--- config.mk ---
export PLATFORM = sky130hd
export DESIGN_NAME = uart_rx_fifo
export DESIGN_NICKNAME = d
export VERILOG_FILES = /design/src/rtl/uart_pkg.sv /design/src/rtl/uart_fifo.sv /design/src/rtl/uart_rx_fifo.sv
export SDC_FILE = /design/constraint.sdc
export NUM_CORES = 1
export LEC_CHECK = 0
export ABC_AREA = 1
export ABC_CLOCK_PERIOD_IN_PS = 6700
export CORE_ASPECT_RATIO = 0.5
export CORE_MARGIN = 3
export CORE_UTILIZATION = 40
export DETAILED_ROUTE_END_ITERATION = 7
export HOLD_SLACK_MARGIN = 0.12
export PLACE_DENSITY = 0.52
export SYNTH_ARGS = -nofsm -noshare
export SYNTH_HDL_FRONTEND = slang
export SYNTH_SLANG_ARGS = --single-unit
--- constraint.sdc ---
create_clock -name clk -period 6.7 [get_ports clk]
set_input_delay 1.005 -clock clk [delete_from_list [all_inputs] [get_ports clk]]
set_output_delay 1.005 -clock clk [all_outputs]
set_load 0.02 [all_outputs]
--- src/rtl/uart_pkg.sv ---
// Shared UART definitions: FSM states, oversampling constants and the
// baud divider helper used by the receiver (and later the transmitter).
`timescale 1ns/1ps
package uart_pkg;

    typedef enum logic [2:0] {
        IDLE,
        START,
        DATA,
        PARITY,
        STOP,
        BREAK
    } uart_state_t;

    localparam int         OSR        = 16;
    localparam logic [3:0] MID_SAMPLE = 4'd7;
    localparam logic [3:0] BIT_SAMPLE = 4'd15;

    // Clocks per oversample tick, floored; never below one.
    function automatic int calc_div(input int clk_freq, input int baud);
        int d;
        d = clk_freq / (baud * OSR);
        return (d < 1) ? 1 : d;
    endfunction

endpackage

--- src/rtl/uart_fifo.sv ---
// Synchronous first-word-fall-through FIFO shared by the UART RX/TX paths.
// Head word is driven combinationally from storage; count is registered.
`timescale 1ns/1ps
module uart_fifo #(
    parameter int WIDTH = 8,
    parameter int DEPTH = 16
) (
    input  logic                     clk,
    input  logic                     rst,
    input  logic                     push,
    input  logic [WIDTH-1:0]         push_data,
    input  logic                     pop,
    output logic [WIDTH-1:0]         pop_data,
    output logic                     full,
    output logic                     empty,
    output logic [$clog2(DEPTH):0]   count
);

    localparam int AW = $clog2(DEPTH);
    localparam logic [AW:0] FULL_CNT = (AW+1)'(DEPTH);

    logic [WIDTH-1:0] mem [DEPTH];
    logic [AW-1:0]    wr_ptr;
    logic [AW-1:0]    rd_ptr;
    logic             do_push;
    logic             do_pop;

    assign empty    = (count == '0);
    assign full     = (count == FULL_CNT);
    assign do_pop   = pop & ~empty;
    assign do_push  = push & (~full | do_pop);
    assign pop_data = empty ? '0 : mem[rd_ptr];

    // Storage write; contents are left alone when a push is dropped.
    always_ff @(posedge clk) begin
        if (do_push)
            mem[wr_ptr] <= push_data;
    end

    // Pointers wrap naturally at DEPTH; occupancy tracks push/pop pairs.
    always_ff @(posedge clk or posedge rst) begin
        if (rst) begin
            wr_ptr <= '0;
            rd_ptr <= '0;
            count  <= '0;
        end else begin
            if (do_push)
                wr_ptr <= wr_ptr + 1'b1;
            if (do_pop)
                rd_ptr <= rd_ptr + 1'b1;
            unique case ({do_push, do_pop})
                2'b10:   count <= count + 1'b1;
                2'b01:   count <= count - 1'b1;
                default: count <= count;
            endcase
        end
    end

endmodule

--- src/rtl/uart_rx_fifo.sv ---
// 16x oversampling UART receiver feeding a FWFT receive FIFO.
// Define UART_RX_PARITY_EN to expect one parity bit per frame.
`timescale 1ns/1ps
module uart_rx_fifo
    import uart_pkg::*;
#(
    parameter int CLK_FREQ   = 100000000,
    parameter int BAUD       = 115200,
    parameter int DATA_BITS  = 8,
    parameter int STOP_BITS  = 1,
    parameter int PARITY_ODD = 0,
    parameter int FIFO_DEPTH = 16
) (
    input  logic                          clk,
    input  logic                          rst,
    input  logic                          rx,
    input  logic                          rd_en,
    output logic [DATA_BITS-1:0]          rd_data,
    output logic                          rd_valid,
    output logic [$clog2(FIFO_DEPTH):0]   fifo_count,
    output logic                          frame_err,
    output logic                          parity_err,
    output logic                          overrun
);

    localparam int DIV = calc_div(CLK_FREQ, BAUD);
    localparam int TW  = (DIV > 1) ? $clog2(DIV) : 1;
    localparam logic [TW-1:0] DIV_LAST  = TW'(DIV - 1);
    localparam logic [3:0]    LAST_BIT  = 4'(DATA_BITS - 1);
    localparam logic          LAST_STOP = 1'(STOP_BITS - 1);
    localparam logic          ODD       = 1'(PARITY_ODD);

    uart_state_t state, state_n;

    logic                 rx_meta, rx_s;
    logic [TW-1:0]        tick_cnt;
    logic                 tick;
    logic [3:0]           os_cnt;
    logic [3:0]           bit_idx;
    logic                 stop_idx;
    logic [DATA_BITS-1:0] shreg;
    logic                 par_pend;
    logic                 mid_pt, bit_pt;
    logic                 shift, par_chk, stop_adv;
    logic                 push, fe_n;
    logic                 full, empty;

    assign tick   = (tick_cnt == DIV_LAST);
    assign mid_pt = tick & (os_cnt == MID_SAMPLE);
    assign bit_pt = tick & (os_cnt == BIT_SAMPLE);

    // Two-flop synchroniser, idling high so reset never looks like a start.
    always_ff @(posedge clk or posedge rst) begin
        if (rst) begin
            rx_meta <= 1'b1;
            rx_s    <= 1'b1;
        end else begin
            rx_meta <= rx;
            rx_s    <= rx_meta;
        end
    end

    // Free-running oversample tick divider.
    always_ff @(posedge clk or posedge rst) begin
        if (rst)
            tick_cnt <= '0;
        else
            tick_cnt <= tick ? '0 : tick_cnt + 1'b1;
    end

    // State register.
    always_ff @(posedge clk or posedge rst) begin
        if (rst)
            state <= IDLE;
        else
            state <= state_n;
    end

    // Next-state and per-cycle frame controls.
    always_comb begin
        state_n  = state;
        shift    = 1'b0;
        par_chk  = 1'b0;
        stop_adv = 1'b0;
        push     = 1'b0;
        fe_n     = 1'b0;
        unique case (state)
            IDLE: begin
                if (!rx_s)
                    state_n = START;
            end
            START: begin
                if (mid_pt)
                    state_n = rx_s ? IDLE : DATA;
            end
            DATA: begin
                if (bit_pt) begin
                    shift = 1'b1;
                    if (bit_idx == LAST_BIT) begin
`ifdef UART_RX_PARITY_EN
                        state_n = PARITY;
`else
                        state_n = STOP;
`endif
                    end
                end
            end
`ifdef UART_RX_PARITY_EN
            PARITY: begin
                if (bit_pt) begin
                    par_chk = 1'b1;
                    state_n = STOP;
                end
            end
`endif
            STOP: begin
                if (bit_pt) begin
                    if (!rx_s) begin
                        fe_n    = 1'b1;
                        state_n = BREAK;
                    end else if (stop_idx == LAST_STOP) begin
                        push    = ~par_pend;
                        state_n = IDLE;
                    end else begin
                        stop_adv = 1'b1;
                    end
                end
            end
            BREAK: begin
                if (rx_s)
                    state_n = IDLE;
            end
            default: state_n = IDLE;
        endcase
    end

    // Oversample counter restarts on every state change.
    always_ff @(posedge clk or posedge rst) begin
        if (rst)
            os_cnt <= '0;
        else if (state == IDLE || state_n != state)
            os_cnt <= '0;
        else if (tick)
            os_cnt <= os_cnt + 1'b1;
    end

    // Frame datapath: shift register, bit/stop indices, pending parity.
    always_ff @(posedge clk or posedge rst) begin
        if (rst) begin
            shreg    <= '0;
            bit_idx  <= '0;
            stop_idx <= 1'b0;
            par_pend <= 1'b0;
        end else begin
            if (shift)
                shreg <= {rx_s, shreg[DATA_BITS-1:1]};
            if (state != DATA)
                bit_idx <= '0;
            else if (shift)
                bit_idx <= bit_idx + 1'b1;
            if (state != STOP)
                stop_idx <= 1'b0;
            else if (stop_adv)
                stop_idx <= 1'b1;
            if (state == IDLE)
                par_pend <= 1'b0;
            else if (par_chk && (rx_s != ((^shreg) ^ ODD)))
                par_pend <= 1'b1;
        end
    end

    // Registered error pulses.
    always_ff @(posedge clk or posedge rst) begin
        if (rst) begin
            frame_err <= 1'b0;
            overrun   <= 1'b0;
        end else begin
            frame_err <= fe_n;
            overrun   <= push & full & ~(rd_en & rd_valid);
        end
    end

`ifdef UART_RX_PARITY_EN
    logic pe_n;
    assign pe_n = (state == STOP) & bit_pt & rx_s
                & (stop_idx == LAST_STOP) & par_pend;

    // Parity failure pulse on an otherwise good frame.
    always_ff @(posedge clk or posedge rst) begin
        if (rst)
            parity_err <= 1'b0;
        else
            parity_err <= pe_n;
    end
`else
    assign parity_err = 1'b0;
`endif

    assign rd_valid = ~empty;

    uart_fifo #(
        .WIDTH (DATA_BITS),
        .DEPTH (FIFO_DEPTH)
    ) u_fifo (
        .clk       (clk),
        .rst       (rst),
        .push      (push),
        .push_data (shreg),
        .pop       (rd_en),
        .pop_data  (rd_data),
        .full      (full),
        .empty     (empty),
        .count     (fifo_count)
    );

endmodule

==> results of run 1 <==
## worst min-delay path by stage
stage	start	endpoint	slack (ns)	cells after the start
floorplan	rx_meta$_DFF_PP1_	rx_s$_DFF_PP1_	0.35	0
global placement	rx_meta$_DFF_PP1_	rx_s$_DFF_PP1_	0.35	0
detailed placement	rx_meta$_DFF_PP1_	rx_s$_DFF_PP1_	0.35	0
CTS	rx_meta$_DFF_PP1_	rx_s$_DFF_PP1_	0.36	0
global route	rx_meta$_DFF_PP1_	rx_s$_DFF_PP1_	0.36	0
finish	rx_meta$_DFF_PP1_	rx_s$_DFF_PP1_	0.36	0
## cell usage after synthesis, types with 2 or more instances
library cell / instances / area [um^2]
a21oi_1: 12 / 60.1
buf_2: 5 / 25.0
buf_4: 8 / 60.1
clkbuf_1: 14 / 52.6
clkinv_1: 2 / 7.51
dfrtp_1: 41 / 1030
dfstp_2: 2 / 52.6
edfxtp_1: 128 / 3840
ha_1: 12 / 150
inv_1: 34 / 128
inv_2: 4 / 15.0
nand2_1: 69 / 259
nand2_2: 8 / 50.1
nand3_1: 26 / 130
nand3_2: 4 / 40.0
nand4_1: 5 / 31.3
nor2_1: 105 / 394
nor2_4: 3 / 33.8
nor3_1: 4 / 20.0
nor3b_1: 2 / 15.0
o21ai_0: 36 / 180
o21ai_1: 4 / 20.0
o21bai_1: 32 / 240
o221ai_1: 32 / 280
xor2_1: 12 / 105
## registers in the layout, indices dropped and copies added, names as in the netlist
| register | count |
|---|---|
| u_fifo.mem | 128 |
| rx_meta | 1 |
| overrun | 1 |
| rx_s | 1 |
| shreg | 8 |
| u_fifo.rd_ptr | 4 |
| frame_err | 1 |
| stop_idx | 1 |
| state | 3 |
| bit_idx | 4 |
| tick_cnt | 6 |
| u_fifo.wr_ptr | 4 |
| os_cnt | 4 |
| u_fifo.count | 5 |
## placed cells by master, fill, tap and decap left out, drive strengths merged, types with 19 or more instances in the layout
master | synthesis | layout
edfxtp | 128 | 128
nor2 | 109 | 109
nand2 | 78 | 78
inv | 38 | 48
dfrtp | 41 | 41
o21ai | 40 | 40
o21bai | 33 | 33
o221ai | 32 | 32
nand3 | 30 | 30
clkdlybuf4s50 | 0 | 19
## through the flow
stage | hold slack [ns] | instances | power [W] | area, um^2
2_1_floorplan | 0.345 | 619 | 0.00193 | 7350
3_3_place_gp | 0.346 | 846 | 0.00230 | 7700
3_5_place_dp | 0.347 | 846 | 0.00228 | 7700
4_1_cts | 0.358 | 878 | 0.00326 | 8280
5_1_grt | 0.359 | 878 | 0.00342 | 8280
6_report | 0.356 | 878 | 0.00324 | 8280
## power by group
group	leakage [nW]	switching, W	internal [W]	total (W)
clock network	0.286	0.000456	0.000527	0.000984
registers	2.03	0.0000585	0.00116	0.00121
logic	1.11	0.000645	0.000396	0.00104
## kinds of logic (layout without fill, tap and decap cells)
group,count (synthesis),count (layout),share of synthesized area
fa+ha+maj,13,13,0.0231
simple gates,229,229,0.136
other cells,1,1,0.000510
xor+xnor,13,13,0.0155
buf+inv,69,94,0.0413
compound gates,122,122,0.113
mux,1,1,0.00136
flops,171,171,0.669
## layer usage
layer	global-route usage	routed length (um)
met5	0	0
met4	0.0489	196
met3	0.0451	852
met2	0.256	7140
met1	0.269	8560
## final cells by class
cell class,instances,area [um^2]
clock inverter,15,151
inverter,41,155
sequential,171,4920
clock buffer,17,425
tap,234,293
multi-input combinational,379,2130
timing repair buffer,21,205
fill,1605,9420
==> results.cfg, run 1 <==
[run_status]
outcome = complete, no violations

[worst_setup_path]
crit_start = u_fifo.rd_ptr[2]$_DFFE_PP0P_
crit_path_top_delay_cell = dfrtp_1
cpLargestDelayFamily = buffers and inverters
crit_chain = clkinv_1, o221ai_1, nand3_1, a21oi_1, clkdlybuf4s50_1
r2r_end = u_fifo.mem[9][2]$_DFFE_PP_
cp-start-kind = flip-flop
path_max_fanout = 18
cp-endpoint = rd_data[1]
cp-end-kind = primary output
critical_path_buf_inv_count = 2
critical_path_class = flip-flop to primary output
crit_required_ns = 5.69
cpPeakStageDelay_ns = 0.82
reg2regPathDepth = 10
r2r_slack_ns = 3.87
r2r-start = tick_cnt[1]$_DFF_PP0_
arrival_ns = 3.20
cp.depth = 5

[timing]
fin_ws_ns = 2.49
setup_viol = 0
final.setup.tns_ns = 0
fin_crit_sh = 0.628
finalHoldViolCount = 0
finalCriticalPeriod_ns = 4.21
slew_violations = 0
fmax_mhz = 238
slew_headroom = 0.229
worstMarginPinSlew_ns = 1.16
rsz0062_at_grt = no
fin_worst_skew_ns = 0.0120

[clocking]
clock-sinks = 171
clk_pin_slew_ns = 0.07
ctsRootBufferMaster = clkbuf_16
cts_buffers = 17
clockBufferDepth = 2
htreeDepth = 4
ctsHoldBuffers = 0
post_cts_buffers = 0
clk_latency_ns = 0.43
cts_tree = built
cts_resized = 0

[yosys]
ys_seq_elements = 171
ys_dominant_reg_cell = edfxtp_1
syn_nets = 636
netlist_instances = 619
ys_warn_count = 0
async_flop_share = 0.251
synth-edff-count = 128
synth_cell_type_count = 40
ys_seq_area_frac = 0.669
avgSynthCellArea_um2 = 11.9
synth_area_um2 = 7350

[global_route]
grt_pass1_wl_mm = 26.6
grt_max_degree = 67
grt-ovfl-total = 0
first_global_vias = 4521
antenna_found_initial = 0
grt_use_total = 0.178

[route]
vias_per_cell = 5.27
drt_iter0_markers = 538
wl_per_cell_um = 19.1
first_pass_iters = 5
route.detailed.drc = 0
antenna_left = 0
wl_mm = 16.7
vias = 4627

[cells_and_area]
fin_nets = 648
antenna_cells = 0
area_delta_synth_final_pct = 12.6
drive_gt1_frac = 0.0963
final_core_util = 0.468

[floorplan]
die_h_um = 102
pin_count = 21
design.core.area_um2 = 17700
die_w_um = 198
rows = 34
start_util = 0.416
die-area_um2 = 20100

[min_path]
hold_class = flip-flop to flip-flop

[place]
hpwlAfterDp_mm = 10.4
preCtsSetupSlack_ns = 2.97
io_buffers = 19
gp_congestion = 0.835

[power]
p_per_area_nw_per_um2 = 391
power_leakage_nw = 3.42
vdd_drop_max_uv = 215

[flow_run]
drv_cap = 0
(Power assumes the default switching activity.)
==> run 2: changes to the inputs <==
--- a/config.mk
+++ b/config.mk
@@ -6,7 +6,7 @@
 export NUM_CORES = 1
 export LEC_CHECK = 0
 export ABC_AREA = 1
-export ABC_CLOCK_PERIOD_IN_PS = 6700
+export ABC_CLOCK_PERIOD_IN_PS = 4300
 export CORE_ASPECT_RATIO = 0.5
 export CORE_MARGIN = 3
 export CORE_UTILIZATION = 40
==> constraint.sdc (replaced) <==
create_clock -name clk -period 4.3 [get_ports clk]
set_input_delay 0.645 -clock clk [delete_from_list [all_inputs] [get_ports clk]]
set_output_delay 0.645 -clock clk [all_outputs]
set_load 0.02 [all_outputs]
==> run 2 against run 1 <==
Compared with the run above:
- sequential power increased by 55%
- critical path type unchanged
- first-iteration DRC count down 32%
- combinational power grew 57%
- highest routed layer unchanged
==> results.cfg, run 2 (synthesis results as in run 1) <==
[power]
clkPwrFrac = 0.304
power_frac_comb = 0.324
vdd_drop_max_uv = 357
internal-power_w = 0.00326
swShare = 0.353
power_leakage_nw = 3.43
seqPwrFrac = 0.373
p_per_area_nw_per_um2 = 606
power.switching_w = 0.00178

[timing]
slew_headroom = 0.370
fin_crit_sh = 0.849
finalHoldViolCount = 0
fmax_mhz = 274
worstMarginPinSlew_ns = 0.943
setup_viol = 0
rsz0062_at_grt = no
worst_hold_slack_ns = 0.356
slew_violations = 0
fin_worst_skew_ns = 0.00962
final.setup.tns_ns = 0
finalCriticalPeriod_ns = 3.65

[clocking]
ctsRootBufferMaster = clkbuf_16
clk_latency_ns = 0.43
cts_buffers = 17
cts_tree = built
post_cts_buffers = 0
cts_resized = 0
clockBufferDepth = 2
clk_pin_slew_ns = 0.07
clock-sinks = 171
htreeDepth = 4
ctsHoldBuffers = 0

[worst_setup_path]
path_max_fanout = 41
cp-end-kind = primary output
arrival_ns = 3.01
cp-start-kind = flip-flop
critical_path_class = flip-flop to primary output
crit_required_ns = 3.65

[route]
antenna_left = 0
met1_length_mm = 8.33
wl_mm = 16.5
top_layer = met4
first_pass_iters = 5
wl_per_cell_um = 18.8
route.detailed.drc = 0
wl_met2_mm = 7.28
wl_met3_um = 761
vias = 4649
drt_iter0_markers = 364
vias_per_cell = 5.28

[place]
gp_congestion = 0.779
hpwlAfterDp_mm = 10.3
io_buffers = 19

[cells_and_area]
largest_reg_flops = 128
regMostFlops = u_fifo.mem
antenna_cells = 0
final_core_util = 0.470
layout_common_cells = edfxtp_1, nor2_1, nand2_1, dfrtp_1, o21ai_0
layout_commonest_cell = edfxtp_1
n_fill_cell = 1579
top_regs = u_fifo.mem (128), shreg (8), tick_cnt (6)
drive_gt1_frac = 0.0989
fin_nets = 651
area_delta_synth_final_pct = 13.1

[global_route]
grt_max_degree = 67
grt_pass1_wl_mm = 26.3
grt_use_total = 0.176
grt-ovfl-total = 0
antenna_found_initial = 0
first_global_vias = 4515

[floorplan]
die_w_um = 198
rows = 34
die_h_um = 102
start_util = 0.416
design.core.area_um2 = 17700
pin_count = 21
die-area_um2 = 20100

[min_path]
hold_class = flip-flop to flip-flop

[flow_run]
drv_cap = 0

[run_status]
outcome = complete, no violations
-- run 2: layout make-up --
| type | count | area, um^2 | area share |
|---|---|---|---|
| clock buffers | 18 | 429 | 0.0516 |
| clock inverters | 14 | 148 | 0.0178 |
| inverters | 41 | 155 | 0.0187 |
| multi-input cells | 379 | 2130 | 0.256 |
| flip-flops and latches | 171 | 4920 | 0.592 |
| well taps | 234 | 293 | 0.0352 |
| repair buffers | 24 | 240 | 0.0289 |
-- run 2: final timing paths --
path                                         startpoint                           end  slack [ns]  cells past startpoint
min reg2reg                           rx_meta$_DFF_PP1_                rx_s$_DFF_PP1_        0.36                      0
max in group asynchronous                           rst  u_fifo.rd_ptr[0]$_DFFE_PP0P_        2.91                      2
min in group asynchronous                           rst             overrun$_DFF_PP0_        0.75                      2
max reg2reg                       tick_cnt[1]$_DFF_PP0_   u_fifo.mem[14][1]$_DFFE_PP_        1.52                     10
min                                   rx_meta$_DFF_PP1_                rx_s$_DFF_PP1_        0.36                      0
max                        u_fifo.rd_ptr[0]$_DFFE_PP0P_                    rd_data[7]        0.65                      7
-- run 2: power by group through the flow --
stage | registers [W] | logic (W) | clock network (W)
4_1_cts | 0.00188 | 0.00165 | 0.00156
2_1_floorplan | 0.00190 | 0.00111 | 0
5_1_grt | 0.00189 | 0.00180 | 0.00163
3_3_place_gp | 0.00191 | 0.00163 | 0
3_5_place_dp | 0.00191 | 0.00164 | 0
6_report | 0.00188 | 0.00163 | 0.00153
-- run 2: worst max-delay path, stage by stage, from the launching register on --
cell and delay, ns:
dfrtp_2 0.53, inv_2 0.39, buf_12 0.28, nor2_1 0.06, o221ai_1 0.31, nand3_1 0.19, a21oi_1 0.17, clkdlybuf4s50_1 0.62
-- run 2: layer usage --
layer | vias up | GRT usage
met5 | - | 0
met4 | 0 | 0.0462
met3 | 14 | 0.0448
met2 | 113 | 0.261
met1 | 2298 | 0.259
li1 | 2224 | -
-- run 2: stage by stage --
step / total power (W) / area, um^2 / worst slack (ns) / cells
3_3_place_gp: 0.00354 / 7740 / 1.13 / 849
3_5_place_dp: 0.00355 / 7740 / 1.13 / 849
4_1_cts: 0.00508 / 8320 / 0.652 / 881
2_1_floorplan: 0.00301 / 7350 / 1.81 / 619
6_report: 0.00504 / 8320 / 0.647 / 881
5_1_grt: 0.00531 / 8320 / 0.501 / 881
==> run 3: changes to the inputs <==
--- a/config.mk
+++ b/config.mk
@@ -6,13 +6,13 @@
 export NUM_CORES = 1
 export LEC_CHECK = 0
 export ABC_AREA = 1
-export ABC_CLOCK_PERIOD_IN_PS = 4300
+export ABC_CLOCK_PERIOD_IN_PS = 3000
 export CORE_ASPECT_RATIO = 0.5
 export CORE_MARGIN = 3
 export CORE_UTILIZATION = 40
 export DETAILED_ROUTE_END_ITERATION = 7
 export HOLD_SLACK_MARGIN = 0.12
-export PLACE_DENSITY = 0.52
+export PLACE_DENSITY = 0.54
 export SYNTH_ARGS = -nofsm -noshare
 export SYNTH_HDL_FRONTEND = slang
 export SYNTH_SLANG_ARGS = --single-unit
==> constraint.sdc (replaced) <==
create_clock -name clk -period 3 [get_ports clk]
set_input_delay 0.45 -clock clk [delete_from_list [all_inputs] [get_ports clk]]
set_output_delay 0.45 -clock clk [all_outputs]
set_load 0.02 [all_outputs]
==> run 3 against run 2 <==
Compared with the run above:
- clock power increased by 38%
- first-iteration DRC count increased by 16%
- clock-buffer cell count increased by 2
- utilization increased by 0.76 points
- global-route usage decreased by 0.55 points
- routed wire length about the same
- setup slack got worse by 0.59 ns
==> results.cfg, run 3 (synthesis results as in run 1) <==
[run_status]
outcome = complete, no violations

[power]
internal-power_w = 0.00467
clkPwrFrac = 0.292
swShare = 0.354
power_frac_comb = 0.336
power.switching_w = 0.00256
seqPwrFrac = 0.372
p_per_area_nw_per_um2 = 856
vdd_drop_max_uv = 438
power_w = 0.00723
power_leakage_nw = 3.57

[worst_setup_path]
reg2regPathDepth = 14
critical_path_class = flip-flop to primary output
arrival_ns = 2.50
crit_start = u_fifo.rd_ptr[1]$_DFFE_PP0P_
path_max_fanout = 32
r2r_slack_ns = 0.27
cp-start-kind = flip-flop
r2r_end = u_fifo.count[4]$_DFFE_PP0P_
cp-end-kind = primary output
cp-endpoint = rd_data[6]
r2r-start = u_fifo.count[0]$_DFFE_PP0P_
crit_required_ns = 2.55

[clocking]
clockBufferDepth = 2
clk_pin_slew_ns = 0.07
ctsHoldBuffers = 0
htreeDepth = 4
post_cts_buffers = 0
ctsRootBufferMaster = clkbuf_16
cts_tree = built
clk_latency_ns = 0.43
cts_buffers = 17
clock-sinks = 171

[place]
preCtsSetupSlack_ns = 0.243
placed_area_um2 = 7850
gp_congestion = 0.829
io_buffers = 19
hpwlAfterDp_mm = 10.3

[cells_and_area]
layout_commonest_cell = edfxtp_1
fin_nets = 665
top_regs = u_fifo.mem (128), shreg (8), tick_cnt (6)
regMostFlops = u_fifo.mem
antenna_cells = 0
largest_reg_flops = 128
drive_gt1_frac = 0.120
area_delta_synth_final_pct = 14.9
layout_common_cells = edfxtp_1, nor2_1, nand2_1, dfrtp_1, o21ai_0
final_area_um2 = 8450

[global_route]
grt_use_total = 0.170
grt_max_degree = 65
antenna_found_initial = 0
grt_pass1_wl_mm = 25.6
first_global_vias = 4470
grt-ovfl-total = 0

[timing]
fmax_mhz = 339
worstMarginPinSlew_ns = 0.862
finalHoldViolCount = 0
setup_viol = 0
worst_hold_slack_ns = 0.354
finalCriticalPeriod_ns = 2.95
fin_worst_skew_ns = 0.0137
fin_crit_sh = 0.982
slew_headroom = 0.423
fin_ws_ns = 0.0526
slew_violations = 0
rsz0062_at_grt = yes

[floorplan]
rows = 34
die-area_um2 = 20100
pin_count = 21
design.core.area_um2 = 17700
die_w_um = 198
start_util = 0.416
die_h_um = 102

[min_path]
hold_class = flip-flop to flip-flop
hold_start = rx_meta$_DFF_PP1_

[route]
vias = 4691
route.detailed.drc = 0
wl_mm = 16.5
first_pass_iters = 5
vias_per_cell = 5.24
drt_iter0_markers = 422
antenna_left = 0
wl_per_cell_um = 18.5

[flow_run]
drv_cap = 0
## run 3: worst min-delay path by stage
stage               cells after the start              to  slack, ns
finish                                  0  rx_s$_DFF_PP1_       0.35
CTS                                     0  rx_s$_DFF_PP1_       0.36
detailed placement                      0  rx_s$_DFF_PP1_       0.35
floorplan                               0  rx_s$_DFF_PP1_       0.35
global route                            0  rx_s$_DFF_PP1_       0.36
global placement                        0  rx_s$_DFF_PP1_       0.35
## run 3: final cells by class
class                   instances  area [um^2]
fillers                      1606         9250
flip-flops and latches        171         4920
multi-input cells             379         2130
clock buffers                  20          458
repair buffers                 38          385
well taps                     234          293
inverters                      41          155
clock inverters                12          100
## run 3: repair_timing
| action | in CTS | in global routing |
|---|---|---|
| endpoints found under the setup margin | 3 | 6 |
| endpoints found under the hold margin | 0 | 0 |
| resized for setup | 3 | 7 |
| gates cloned | 0 | 1 |
## run 3: stage by stage
stage	TNS, ns	util	cells
2_1_floorplan	0	-	619
3_3_place_gp	0	0.444	862
3_5_place_dp	0	0.444	862
4_1_cts	0	0.475	894
5_1_grt	-0.0540	0.477	895
6_report	0	0.477	895
## run 3: worst max-delay path, cell delays in order (launching register included)
cell and delay, ns:
dfrtp_2 0.49, clkbuf_16 0.23, o21bai_1 0.18, o221ai_1 0.23, nand3_1 0.17, a21oi_1 0.15
clkdlybuf4s50_1 0.62
## run 3: metal layers
layer / global-route usage / share of wire / up-vias
met5: 0 / 0 / -
met4: 0.0407 / 0.0075 / 0
met3: 0.0369 / 0.053 / 8
met2: 0.250 / 0.43 / 123
met1: 0.260 / 0.51 / 2314
li1: - / - / 2246
## run 3: power groups by stage
stage	sequential (W)	combinational [W]	clock, W
after detailed placement	0.00272	0.00241	0
after global routing	0.00270	0.00266	0.00225
after CTS	0.00268	0.00239	0.00215
after global placement	0.00272	0.00241	0
final	0.00269	0.00243	0.00211
after floorplan	0.00272	0.00160	0
